### config.mk
export PLATFORM = sky130hd
export DESIGN_NAME = alu_seq
export DESIGN_NICKNAME = d
export VERILOG_FILES = /design/src/rtl/alu_seq_pkg.sv /design/src/rtl/alu64.sv /design/src/rtl/alu_seq_mul_div_iter.sv /design/src/rtl/alu_seq.sv
export SDC_FILE = /design/constraint.sdc
export NUM_CORES = 2
export LEC_CHECK = 0
export ABC_AREA = 0
export CELL_PAD_IN_SITES_DETAIL_PLACEMENT = 1
export CELL_PAD_IN_SITES_GLOBAL_PLACEMENT = 1
export CORE_ASPECT_RATIO = 1.75
export CORE_UTILIZATION = 45
export DETAILED_ROUTE_END_ITERATION = 16
export PLACE_DENSITY = 0.9
export SETUP_SLACK_MARGIN = 0.2
export SKIP_LAST_GASP = 1
export SLEW_MARGIN = 10
export SYNTH_ARGS = -nofsm -noshare
export SYNTH_HDL_FRONTEND = slang
export SYNTH_SLANG_ARGS = --single-unit
### constraint.sdc
create_clock -name clk -period 6.9 [get_ports clk]
set_clock_uncertainty 0.1 [all_clocks]
set_input_delay 1.38 -clock clk [delete_from_list [all_inputs] [get_ports clk]]
set_output_delay 1.38 -clock clk [all_outputs]
set_load 0.01 [all_outputs]
### src/rtl/alu_seq_pkg.sv
// Shared definitions for the ALU sequencer: widths, mode codes, flag positions, states.
// Latency: n/a (definitions only).
// Backpressure: n/a.
package alu_seq_pkg;

  localparam int XLEN  = 64;
  localparam int PSW_W = 16;
  localparam int CNT_W = 7;

  localparam logic [3:0] MODE_ADD = 4'd0;
  localparam logic [3:0] MODE_SUB = 4'd1;
  localparam logic [3:0] MODE_AND = 4'd2;
  localparam logic [3:0] MODE_OR  = 4'd3;
  localparam logic [3:0] MODE_XOR = 4'd4;
  localparam logic [3:0] MODE_NOT = 4'd5;
  localparam logic [3:0] MODE_MUL = 4'd6;
  localparam logic [3:0] MODE_DIV = 4'd7;

  localparam int CF_BIT = 0;
  localparam int OF_BIT = 1;
  localparam int ZF_BIT = 2;

  typedef enum logic [1:0] {ST_IDLE, ST_MUL, ST_DIV, ST_DONE} state_t;

  // Build a status word with only the three defined flags populated.
  function automatic logic [PSW_W-1:0] mk_psw(input logic cf, input logic of, input logic zf);
    logic [PSW_W-1:0] p;
    p         = '0;
    p[CF_BIT] = cf;
    p[OF_BIT] = of;
    p[ZF_BIT] = zf;
    return p;
  endfunction

endpackage

### src/rtl/alu64.sv
// Single-cycle arithmetic/logic datapath for ADD, SUB, AND, OR, XOR and NOT; MUL/DIV codes return zero.
// Latency: 0 (purely combinational).
// Backpressure: none.
module alu64
  import alu_seq_pkg::*;
(
  input  logic [3:0]       mode,
  input  logic [XLEN-1:0]  a,
  input  logic [XLEN-1:0]  b,
  output logic [XLEN-1:0]  s,
  output logic [XLEN-1:0]  s2,
  output logic [PSW_W-1:0] psw
);

  logic [XLEN:0] wide;
  logic          cf;
  logic          of;

  // Result and carry/overflow per mode; unsupported modes yield zero.
  always_comb begin
    s    = '0;
    cf   = 1'b0;
    of   = 1'b0;
    wide = '0;
    case (mode)
      MODE_ADD: begin
        wide = {1'b0, a} + {1'b0, b};
        s    = wide[XLEN-1:0];
        cf   = wide[XLEN];
        of   = (a[XLEN-1] == b[XLEN-1]) && (s[XLEN-1] != a[XLEN-1]);
      end
      MODE_SUB: begin
        wide = {1'b0, a} - {1'b0, b};
        s    = wide[XLEN-1:0];
        cf   = wide[XLEN];
        of   = (a[XLEN-1] != b[XLEN-1]) && (s[XLEN-1] != a[XLEN-1]);
      end
      MODE_AND: s = a & b;
      MODE_OR:  s = a | b;
      MODE_XOR: s = a ^ b;
      MODE_NOT: s = ~a;
      default:  s = '0;
    endcase
  end

  assign s2  = '0;
  assign psw = mk_psw(cf, of, s == '0);

endmodule

### src/rtl/alu_seq_mul_div_iter.sv
// Iterative unsigned shift-add multiplier / restoring divider, one bit per cycle.
// Latency: XLEN cycles after start; done and final hi/lo are presented combinationally on the last step.
// Backpressure: none; the caller must not restart while an operation is running.
module alu_seq_mul_div_iter
  import alu_seq_pkg::*;
(
  input  logic            clk,
  input  logic            rst_n,
  input  logic            start,
  input  logic            start_div,
  input  logic [XLEN-1:0] a,
  input  logic [XLEN-1:0] b,
  output logic            done,
  output logic [XLEN-1:0] lo,
  output logic [XLEN-1:0] hi
);

  logic             active;
  logic             is_div;
  logic [CNT_W-1:0] cnt;
  logic [XLEN-1:0]  opnd;
  logic [XLEN-1:0]  hi_q;
  logic [XLEN-1:0]  lo_q;
  logic [XLEN-1:0]  hi_nxt;
  logic [XLEN-1:0]  lo_nxt;
  logic [XLEN:0]    sum;
  logic [XLEN:0]    rem_sh;

  // One iteration: multiply keeps the 65th carry bit through the shift; divide restores on borrow.
  always_comb begin
    sum    = {1'b0, hi_q} + (lo_q[0] ? {1'b0, opnd} : '0);
    rem_sh = {hi_q, lo_q[XLEN-1]};
    if (is_div) begin
      if (rem_sh >= {1'b0, opnd}) begin
        hi_nxt = XLEN'(rem_sh - {1'b0, opnd});
        lo_nxt = {lo_q[XLEN-2:0], 1'b1};
      end else begin
        hi_nxt = rem_sh[XLEN-1:0];
        lo_nxt = {lo_q[XLEN-2:0], 1'b0};
      end
    end else begin
      hi_nxt = sum[XLEN:1];
      lo_nxt = {sum[0], lo_q[XLEN-1:1]};
    end
  end

  assign done = active && (cnt == CNT_W'(XLEN - 1));
  assign lo   = lo_nxt;
  assign hi   = hi_nxt;

  // Accumulator and counter; reset aborts any operation in flight.
  always_ff @(posedge clk or negedge rst_n) begin
    if (!rst_n) begin
      active <= 1'b0;
      is_div <= 1'b0;
      cnt    <= '0;
      opnd   <= '0;
      hi_q   <= '0;
      lo_q   <= '0;
    end else if (start) begin
      active <= 1'b1;
      is_div <= start_div;
      cnt    <= '0;
      opnd   <= start_div ? b : a;
      hi_q   <= '0;
      lo_q   <= start_div ? a : b;
    end else if (active) begin
      hi_q <= hi_nxt;
      lo_q <= lo_nxt;
      cnt  <= done ? '0 : cnt + CNT_W'(1);
      if (done) active <= 1'b0;
    end
  end

endmodule

### src/rtl/alu_seq.sv
// Sequencing controller: single-cycle ops via the ALU, MUL/DIV via the iterative datapath.
// Latency: 1 cycle for ALU ops, divide-by-zero and undefined modes; 65 cycles for MUL/DIV.
// Backpressure: one op in flight; req_ready only in IDLE; result held until rsp_ready.
module alu_seq
  import alu_seq_pkg::*;
(
  input  logic             clk,
  input  logic             rst_n,
  input  logic             req_valid,
  output logic             req_ready,
  input  logic [3:0]       req_mode,
  input  logic [XLEN-1:0]  req_a,
  input  logic [XLEN-1:0]  req_b,
  output logic             rsp_valid,
  input  logic             rsp_ready,
  output logic [XLEN-1:0]  rsp_s,
  output logic [XLEN-1:0]  rsp_s2,
  output logic [PSW_W-1:0] rsp_psw,
  output logic             busy
);

  state_t          state;
  state_t          state_nxt;
  logic            accept;
  logic            b_zero;
  logic            iter_start;
  logic            iter_done;
  logic [XLEN-1:0] iter_lo;
  logic [XLEN-1:0] iter_hi;
  logic [XLEN-1:0] alu_s;
  logic [XLEN-1:0] alu_s2;
  logic [PSW_W-1:0] alu_psw;

  assign accept     = req_valid && (state == ST_IDLE);
  assign b_zero     = (req_b == '0);
  assign iter_start = accept && ((req_mode == MODE_MUL) || ((req_mode == MODE_DIV) && !b_zero));

  alu64 u_alu (
    .mode (req_mode),
    .a    (req_a),
    .b    (req_b),
    .s    (alu_s),
    .s2   (alu_s2),
    .psw  (alu_psw)
  );

  alu_seq_mul_div_iter u_iter (
    .clk       (clk),
    .rst_n     (rst_n),
    .start     (iter_start),
    .start_div (req_mode == MODE_DIV),
    .a         (req_a),
    .b         (req_b),
    .done      (iter_done),
    .lo        (iter_lo),
    .hi        (iter_hi)
  );

  // Next state and handshake outputs derived from the current state.
  always_comb begin
    state_nxt = state;
    req_ready = (state == ST_IDLE);
    rsp_valid = (state == ST_DONE);
    busy      = (state != ST_IDLE);
    case (state)
      ST_IDLE: begin
        if (req_valid) begin
          if (req_mode == MODE_MUL)                  state_nxt = ST_MUL;
          else if ((req_mode == MODE_DIV) && !b_zero) state_nxt = ST_DIV;
          else                                        state_nxt = ST_DONE;
        end
      end
      ST_MUL, ST_DIV: if (iter_done) state_nxt = ST_DONE;
      ST_DONE:        if (rsp_ready) state_nxt = ST_IDLE;
      default:        state_nxt = ST_IDLE;
    endcase
  end

  // State register and result capture; results only change on accept or iteration completion.
  always_ff @(posedge clk or negedge rst_n) begin
    if (!rst_n) begin
      state   <= ST_IDLE;
      rsp_s   <= '0;
      rsp_s2  <= '0;
      rsp_psw <= '0;
    end else begin
      state <= state_nxt;
      if (accept) begin
        case (req_mode)
          MODE_ADD, MODE_SUB, MODE_AND, MODE_OR, MODE_XOR, MODE_NOT: begin
            rsp_s   <= alu_s;
            rsp_s2  <= alu_s2;
            rsp_psw <= alu_psw;
          end
          MODE_MUL: ;
          MODE_DIV: begin
            if (b_zero) begin
              rsp_s   <= '1;
              rsp_s2  <= req_a;
              rsp_psw <= mk_psw(1'b0, 1'b1, 1'b0);
            end
          end
          default: begin
            rsp_s   <= '0;
            rsp_s2  <= '0;
            rsp_psw <= mk_psw(1'b0, 1'b0, 1'b1);
          end
        endcase
      end else if (iter_done) begin
        rsp_s  <= iter_lo;
        rsp_s2 <= iter_hi;
        if (state == ST_DIV) rsp_psw <= mk_psw(1'b0, 1'b0, iter_lo == '0);
        else                 rsp_psw <= mk_psw(iter_hi != '0, 1'b0, {iter_hi, iter_lo} == '0);
      end
    end
  end

endmodule

* Word level (Yosys, flattened, before mapping)
Index checks and enable logic that the tools add are counted.
** Storage, ports and cells
- Register bits after elaboration :: 347
- Bits in latches :: 0
- Memory bits (writable) :: 0
- Memory bits (read-only) :: 0
- Bits of input ports :: 136
- Output and inout port bits :: 147
- Word-level logic and storage cells :: 101
- Memories :: 0
** Operators by class
- Add/subtract/negate cells :: 5
- $mul :: 0
- Div/mod/pow operators :: 0
- Magnitude comparators :: 1
- Equal/unequal tests :: 20
- Shift-type cells :: 0
- Mux-type cells :: 39
- Bitwise gates (word level) :: 4
- Reductions and logical operators :: 22
** Operators by type and width (number)
- 64-bit two-way mux :: 16
- 64-bit case mux with 6 select lines :: 1
- 64-bit zero test :: 3
- 64-bit case mux with 3 select lines :: 1
- 64-bit by 64-bit adder with 65-bit output :: 2
- 128-bit zero test :: 1
- 64-bit case mux with 2 select lines :: 1
- 65-bit by 64-bit greater-or-equal comparator with 1-bit output :: 1
- 64-bit by 64-bit subtractor with 65-bit output :: 1
- 64-bit bitwise AND :: 1
- 64-bit inverter :: 1
- 64-bit OR :: 1
- 64-bit nonzero test :: 1
- 64-bit subtractor :: 1
- 64-bit XOR :: 1
- 16-bit two-way mux :: 3
- 16-bit case mux with 3 select lines :: 1
- 7-bit two-way mux :: 3
- 4-bit by 3-bit equality test with 1-bit output, second input constant :: 4
- 4-bit by 2-bit equality test with 1-bit output, second input constant :: 2
- 2-bit two-way mux :: 4
- 7-bit by 1-bit adder with 7-bit output, second input constant :: 1
- 7-bit by 6-bit equality test with 1-bit output, second input constant :: 1
- 1-bit logical AND :: 6
- other kinds (20) :: 33

* Longest topological paths before layout
- Word-level depth :: 7
- Depth in mapped cells :: 22
- Mapped depth without buffers :: 20

* Hierarchy
Synthesis repeated with hierarchy kept, for this count alone.
** Unflattened totals
- Cell total of the unflattened synthesis :: 5402
- Area, all modules :: 40686.5 µm²
** Modules (own cells, without submodules)
- alu_seq_mul_div_iter :: times used 1, cells each 2590, area each 19894.1 µm², seq. area each 5029.8 µm²
- alu64 :: times used 1, cells each 1961, area each 12652.1 µm², seq. area each 0.0 µm²
- alu_seq :: times used 1, cells each 851, area each 8140.3 µm², seq. area each 3653.5 µm²

* Worst setup path before layout
Ideal clock, no wire load.
- Path type :: input port to flip-flop
- Start :: input port req_b[20]
- End :: register rsp_psw[2]
- Arrival :: 5.462 ns
- Slack :: 1.243 ns
- Cell stages on the path :: 19
- Buffers on the path :: 1
- Cell sequence :: inv_1 -> ha_1 -> buf_6 -> or3_4 -> nor2_4 -> and3_4 -> nand2b_4 -> a21oi_2 -> and3b_4 -> a2111oi_4 -> o21ba_1 -> or4_1 -> or4_1 -> nor4_1 -> nand4_1 -> nor4_1 -> nand4_1 -> or4_1 -> o31ai_1
** On the way
- Word-level cells in the longest chain between the ends :: 5
- Elaborated cells between the ends (all ways) :: 12
- Classes of those cells :: add/sub (2); eq/ne (1); mux (3); bitwise (3); reduce/logical (3)
** RTL lines
- start, declared :: RTL line alu_seq.sv:13 : input logic [XLEN-1:0] req_b,
- 64-bit by 64-bit subtractor with 65-bit output (tied with other cells) :: RTL line alu64.sv:33 : wide = {1'b0, a} - {1'b0, b};
- 64-bit case mux with 6 select lines :: RTL line alu64.sv:25 : case (mode)
- 64-bit zero test :: RTL line alu64.sv:47 : assign psw = mk_psw(cf, of, s == '0);
- 16-bit case mux with 3 select lines :: RTL line alu_seq.sv:89 : case (req_mode)
- 16-bit two-way mux :: RTL line alu_seq.sv:88 : if (accept) begin
- end signal, assigned :: RTL line alu_seq.sv:93 : rsp_psw <= alu_psw;
- end signal, assigned :: RTL line alu_seq.sv:100 : rsp_psw <= mk_psw(1'b0, 1'b1, 1'b0);
- end signal, assigned :: RTL line alu_seq.sv:106 : rsp_psw <= mk_psw(1'b0, 1'b0, 1'b1);
- end, declared :: RTL line alu_seq.sv:18 : output logic [PSW_W-1:0] rsp_psw,
Parallel ways exist; a longest one is shown, timed or not.
A chain may end at the register's enable or synchronous reset.

* Worst setup path after layout
- Start :: register u_iter.opnd[11]
- End :: register rsp_psw[2]
** On the way
- Word-level cells in the longest chain between the ends :: 7
- Elaborated cells between the ends (all ways) :: 13
- Classes of those cells :: add/sub (2); order compare (1); mux (8); reduce/logical (2)
** RTL lines
- start, declared :: RTL line alu_seq_mul_div_iter.sv:21 : logic [XLEN-1:0] opnd;
- start signal, assigned :: RTL line alu_seq_mul_div_iter.sv:64 : opnd <= start_div ? b : a;
- 64-bit two-way mux (tied with other cells) :: RTL line alu_seq_mul_div_iter.sv:31 : sum = {1'b0, hi_q} + (lo_q[0] ? {1'b0, opnd} : '0);
- 64-bit by 64-bit adder with 65-bit output (tied with other cells) :: RTL line alu_seq_mul_div_iter.sv:31
- 64-bit two-way mux :: RTL line alu_seq_mul_div_iter.sv:33 : if (is_div) begin
- 128-bit zero test / 64-bit zero test (equally long branches) :: RTL line alu_seq.sv:113, alu_seq.sv:112
- 3-bit two-way mux * :: RTL line alu_seq.sv:112 : if (state == ST_DIV) rsp_psw <= mk_psw(1'b0, 1'b0, iter_lo == '0);
- 16-bit two-way mux * :: RTL line alu_seq.sv:109 : end else if (iter_done) begin
- 16-bit two-way mux * :: RTL line alu_seq.sv:88
- end signal, assigned :: RTL line alu_seq.sv:93
- end signal, assigned :: RTL line alu_seq.sv:112
- end signal, assigned :: RTL line alu_seq.sv:113 : else rsp_psw <= mk_psw(iter_hi != '0, 1'b0, {iter_hi, iter_lo} == '0);
Every way passes the cells marked *; elsewhere a longest branch is shown, timed or not. The select of a mux whose other input is x is not followed.

==> flow_summary.json <==
{
  "via_count": 48900,
  "period_share_pct": 97.1,
  "drcViolationCount": 0,
  "ios": 283,
  "required_ns": 7.33,
  "wl_um": 234000,
  "p_per_area_nw_per_um2": 522,
  "dp_hpwl_um": 177000,
  "clock_sinks": 334,
  "grt_pass1_vias": 50000,
  "ys.flop_type": "dfrtp_1",
  "final-setup-viol-count": 0,
  "worst_pin_slew_ns": 1.46,
  "antenna_found_initial": 34,
  "synthToLayoutAreaGrowth_pct": 22.7,
  "p_sw_w": 0.0139,
  "die_h_um": 387,
  "path_class": "reg2reg",
  "timing.final.ws_setup_ns": 0.198,
  "fin_nets": 6274,
  "grt_usage_pct": 52.8,
  "cts_made_buffers": 38,
  "die_x_um": 222,
  "p_leak_nw": 20.4,
  "irDropWorstVdd_v": 0.000261,
  "clock_latency_ns": 0.63,
  "drv_slew": 0,
  "syn_inst": 5256,
  "rows": 140,
  "cts_buffer_depth": 3,
  "first_pass_iters": 6,
  "hold_buffers": 0,
  "p_sw_share_pct": 56.9,
  "max_freq_mhz": 149,
  "hp-class": "reg2reg",
  "intPower_w": 0.0105,
  "status": "finished, violations left",
  "antenna_left": 0,
  "ys_types": 109,
  "cts_tree": "done",
  "viasPerCell": 7.09,
  "cts_root_buf": "clkbuf_16",
  "grt_max_degree": 135,
  "pre_cts_slack_ns": -0.506,
  "seq_power_share_pct": 16.6,
  "whs_ns": 0.385,
  "synth_seq_cells": 334,
  "p_clk_share_pct": 9.1,
  "cts_max_level": 2,
  "failed_checks": "max-capacitance violations",
  "synth-edff-count": 0,
  "die-area_um2": 85700,
  "cap_violations": 1,
  "place_congestion": 1.11,
  "synth_seq_area_share_pct": 22.0,
  "avgRoutedWirePerCell_um": 33.9,
  "synth_warnings": 0,
  "synth_area_um2": 38000,
  "worst_setup_path_start_kind": "register",
  "avgSynthCellArea_um2": 7.24,
  "grt_first_pass_wirelength_um": 337000,
  "cts.clk_slew.worst_paths_ns": 0.07,
  "drive_gt1_share_pct": 13.5,
  "port_buffers": 269,
  "initial_core_util_pct": 45.6,
  "relSlewSlack_pct": 2.10,
  "setup.worst_path.end_class": "register",
  "coreArea_um2": 83400,
  "drt_iter0_drc": 5444,
  "rsz0062_at_grt": "false",
  "arrival_ns": 7.13,
  "p_comb_share_pct": 74.3,
  "hold_viol": 0,
  "async_reset_ff_share_pct": 100,
  "cp_max_fo": 45,
  "grt_overflow_total": 0,
  "period_needed_ns": 6.70
}
## stage by stage
| stage | total power, W | setup TNS (ns) | instances | utilization, % | area, um^2 |
|---|---|---|---|---|---|
| 2_1_floorplan | 0.0136 | 0 | 5268 | - | 38100 |
| 3_3_place_gp | 0.0202 | -0.458 | 6804 | 54.2 | 45200 |
| 3_5_place_dp | 0.0207 | -0.506 | 6804 | 54.2 | 45200 |
| 4_1_cts | 0.0233 | 0 | 6873 | 55.7 | 46500 |
| 5_1_grt | 0.0252 | 0 | 6887 | 56.0 | 46700 |
| 6_report | 0.0244 | 0 | 6897 | 56.0 | 46700 |
## power by group through the flow
stage	Combinational (W)	Clock, W	Sequential (W)
floorplan	0.0101	0	0.00349
global placement	0.0163	0	0.00385
detailed placement	0.0168	0	0.00391
CTS	0.0172	0.00220	0.00391
global route	0.0189	0.00227	0.00404
finish	0.0181	0.00223	0.00404
## layout by cell type, fill, tap and decap left out, types with 15 or more instances in the layout
cell type | Yosys | routed
a211oi_1 | 101 | 97
a21o_1 | 75 | 75
a21oi_1 | 663 | 662
a221oi_1 | 82 | 81
a31oi_1 | 59 | 58
and2_1 | 88 | 85
and3_1 | 24 | 24
buf_4 | 16 | 546
clkbuf_16 | 0 | 39
clkdlybuf4s50_1 | 0 | 265
dfrtp_1 | 334 | 331
diode_2 | 0 | 23
ha_1 | 354 | 352
inv_1 | 308 | 308
mux2_2 | 44 | 44
mux2i_1 | 83 | 83
nand2_1 | 491 | 486
nand2b_1 | 29 | 29
nand3_1 | 142 | 139
nand4_1 | 89 | 89
nor2_1 | 556 | 549
nor2b_1 | 23 | 22
nor3_1 | 91 | 89
nor4_1 | 58 | 49
o211ai_1 | 36 | 36
o21a_1 | 35 | 34
o21ai_0 | 423 | 419
o21ai_1 | 13 | 15
o21bai_1 | 56 | 55
o221ai_1 | 28 | 28
o22ai_1 | 83 | 83
o31ai_1 | 57 | 53
or3_1 | 33 | 31
xnor2_1 | 88 | 88
xor2_1 | 49 | 49
## critical path, cell delays in order (launching register included)
cell and delay [ns]:
dfrtp_1 0.43, inv_1 0.07, ha_1 0.42, nand2_1 0.14, o21ai_0 0.27, o21ai_0 0.37, nor3_1 0.37, nor2_1 0.09
buf_4 0.18, nor2b_1 0.62, nor2_4 0.09, buf_12 0.24, nand2_1 0.28, o211ai_1 0.18, a2111oi_0 0.63, buf_4 0.21
and4b_1 0.18, buf_4 0.16, and4_1 0.34, nand4b_1 0.20, o41ai_1 0.54, buf_4 0.25, a222oi_1 0.10, o31ai_2 0.10
## Yosys cell counts, types with 89 or more instances
cell type | n | area (um^2)
a21oi_1 | 663 | 3320
nor2_1 | 556 | 2090
nand2_1 | 491 | 1840
o21ai_0 | 423 | 2120
ha_1 | 354 | 4430
dfrtp_1 | 334 | 8360
inv_1 | 308 | 1160
clkbuf_1 | 268 | 1010
nand3_1 | 142 | 711
a211oi_1 | 101 | 758
nor3_1 | 91 | 455
nand4_1 | 89 | 557
## flip-flops by register name, indices dropped and copies added, names as in the netlist
signal         flops
rsp_psw            3
rsp_s             64
rsp_s2            64
state              2
u_iter.active      1
u_iter.cnt         7
u_iter.hi_q       64
u_iter.is_div      1
u_iter.lo_q       64
u_iter.opnd       64
## area by class of cell
| class | count | area [um^2] |
|---|---|---|
| Antenna cell | 23 | 57.6 |
| Clock buffer | 50 | 1060 |
| Clock inverter | 19 | 204 |
| Fill cell | 10500 | 36700 |
| Inverter | 312 | 1170 |
| Multi-Input combinational cell | 4265 | 27400 |
| Sequential cell | 334 | 8370 |
| Tap cell | 1065 | 1330 |
| Timing Repair Buffer | 829 | 7080 |
## logic make-up (layout without fill, tap and decap cells)
family / count (synthesis) / after routing / share of synthesized area [%]
AO/OA/AOI/OAI: 1918 / 1918 / 31.6
XOR/XNOR: 137 / 137 / 3.15
buffers and inverters: 669 / 1210 / 6.90
multiplexers: 127 / 127 / 3.49
flip-flops: 334 / 334 / 22.0
adder cells (fa/ha/maj): 358 / 358 / 11.9
AND/OR/NAND/NOR: 1712 / 1712 / 21.0
other: 1 / 36 / 0.00986
## layer usage
layer	track usage [%]	vias up	wire length (um)
met2	82.5	3409	102000
met4	53.6	18	29300
met5	0	-	120
met1	56.2	23900	78600
met3	14.5	1410	23100
li1	-	20200	-
## final timing paths
| check | slack, ns | from | endpoint | cells past startpoint |
|---|---|---|---|---|
| max | 0.20 | u_iter.opnd[11]$_DFFE_PN0P_ | rsp_psw[2]$_DFFE_PN0P_ | 23 |
| min | 0.38 | rsp_s[56]$_DFFE_PN0P_ | rsp_s[56]$_DFFE_PN0P_ | 2 |
| max reg2reg | 0.20 | u_iter.opnd[11]$_DFFE_PN0P_ | rsp_psw[2]$_DFFE_PN0P_ | 23 |
| min reg2reg | 0.38 | rsp_s[56]$_DFFE_PN0P_ | rsp_s[56]$_DFFE_PN0P_ | 2 |
| max in group asynchronous | 4.52 | rst_n | u_iter.active$_DFF_PN0_ | 2 |
| min in group asynchronous | 0.67 | rst_n | rsp_s[17]$_DFFE_PN0P_ | 1 |
## what timing repair did
item,4_1_cts,5_1_grt
gates resized for setup,7,36
setup buffers,0,1
setup endpoints to repair,2,2
gates cloned,0,0
pin swaps,0,5
Note: power is estimated with default switching activity, not from simulation.
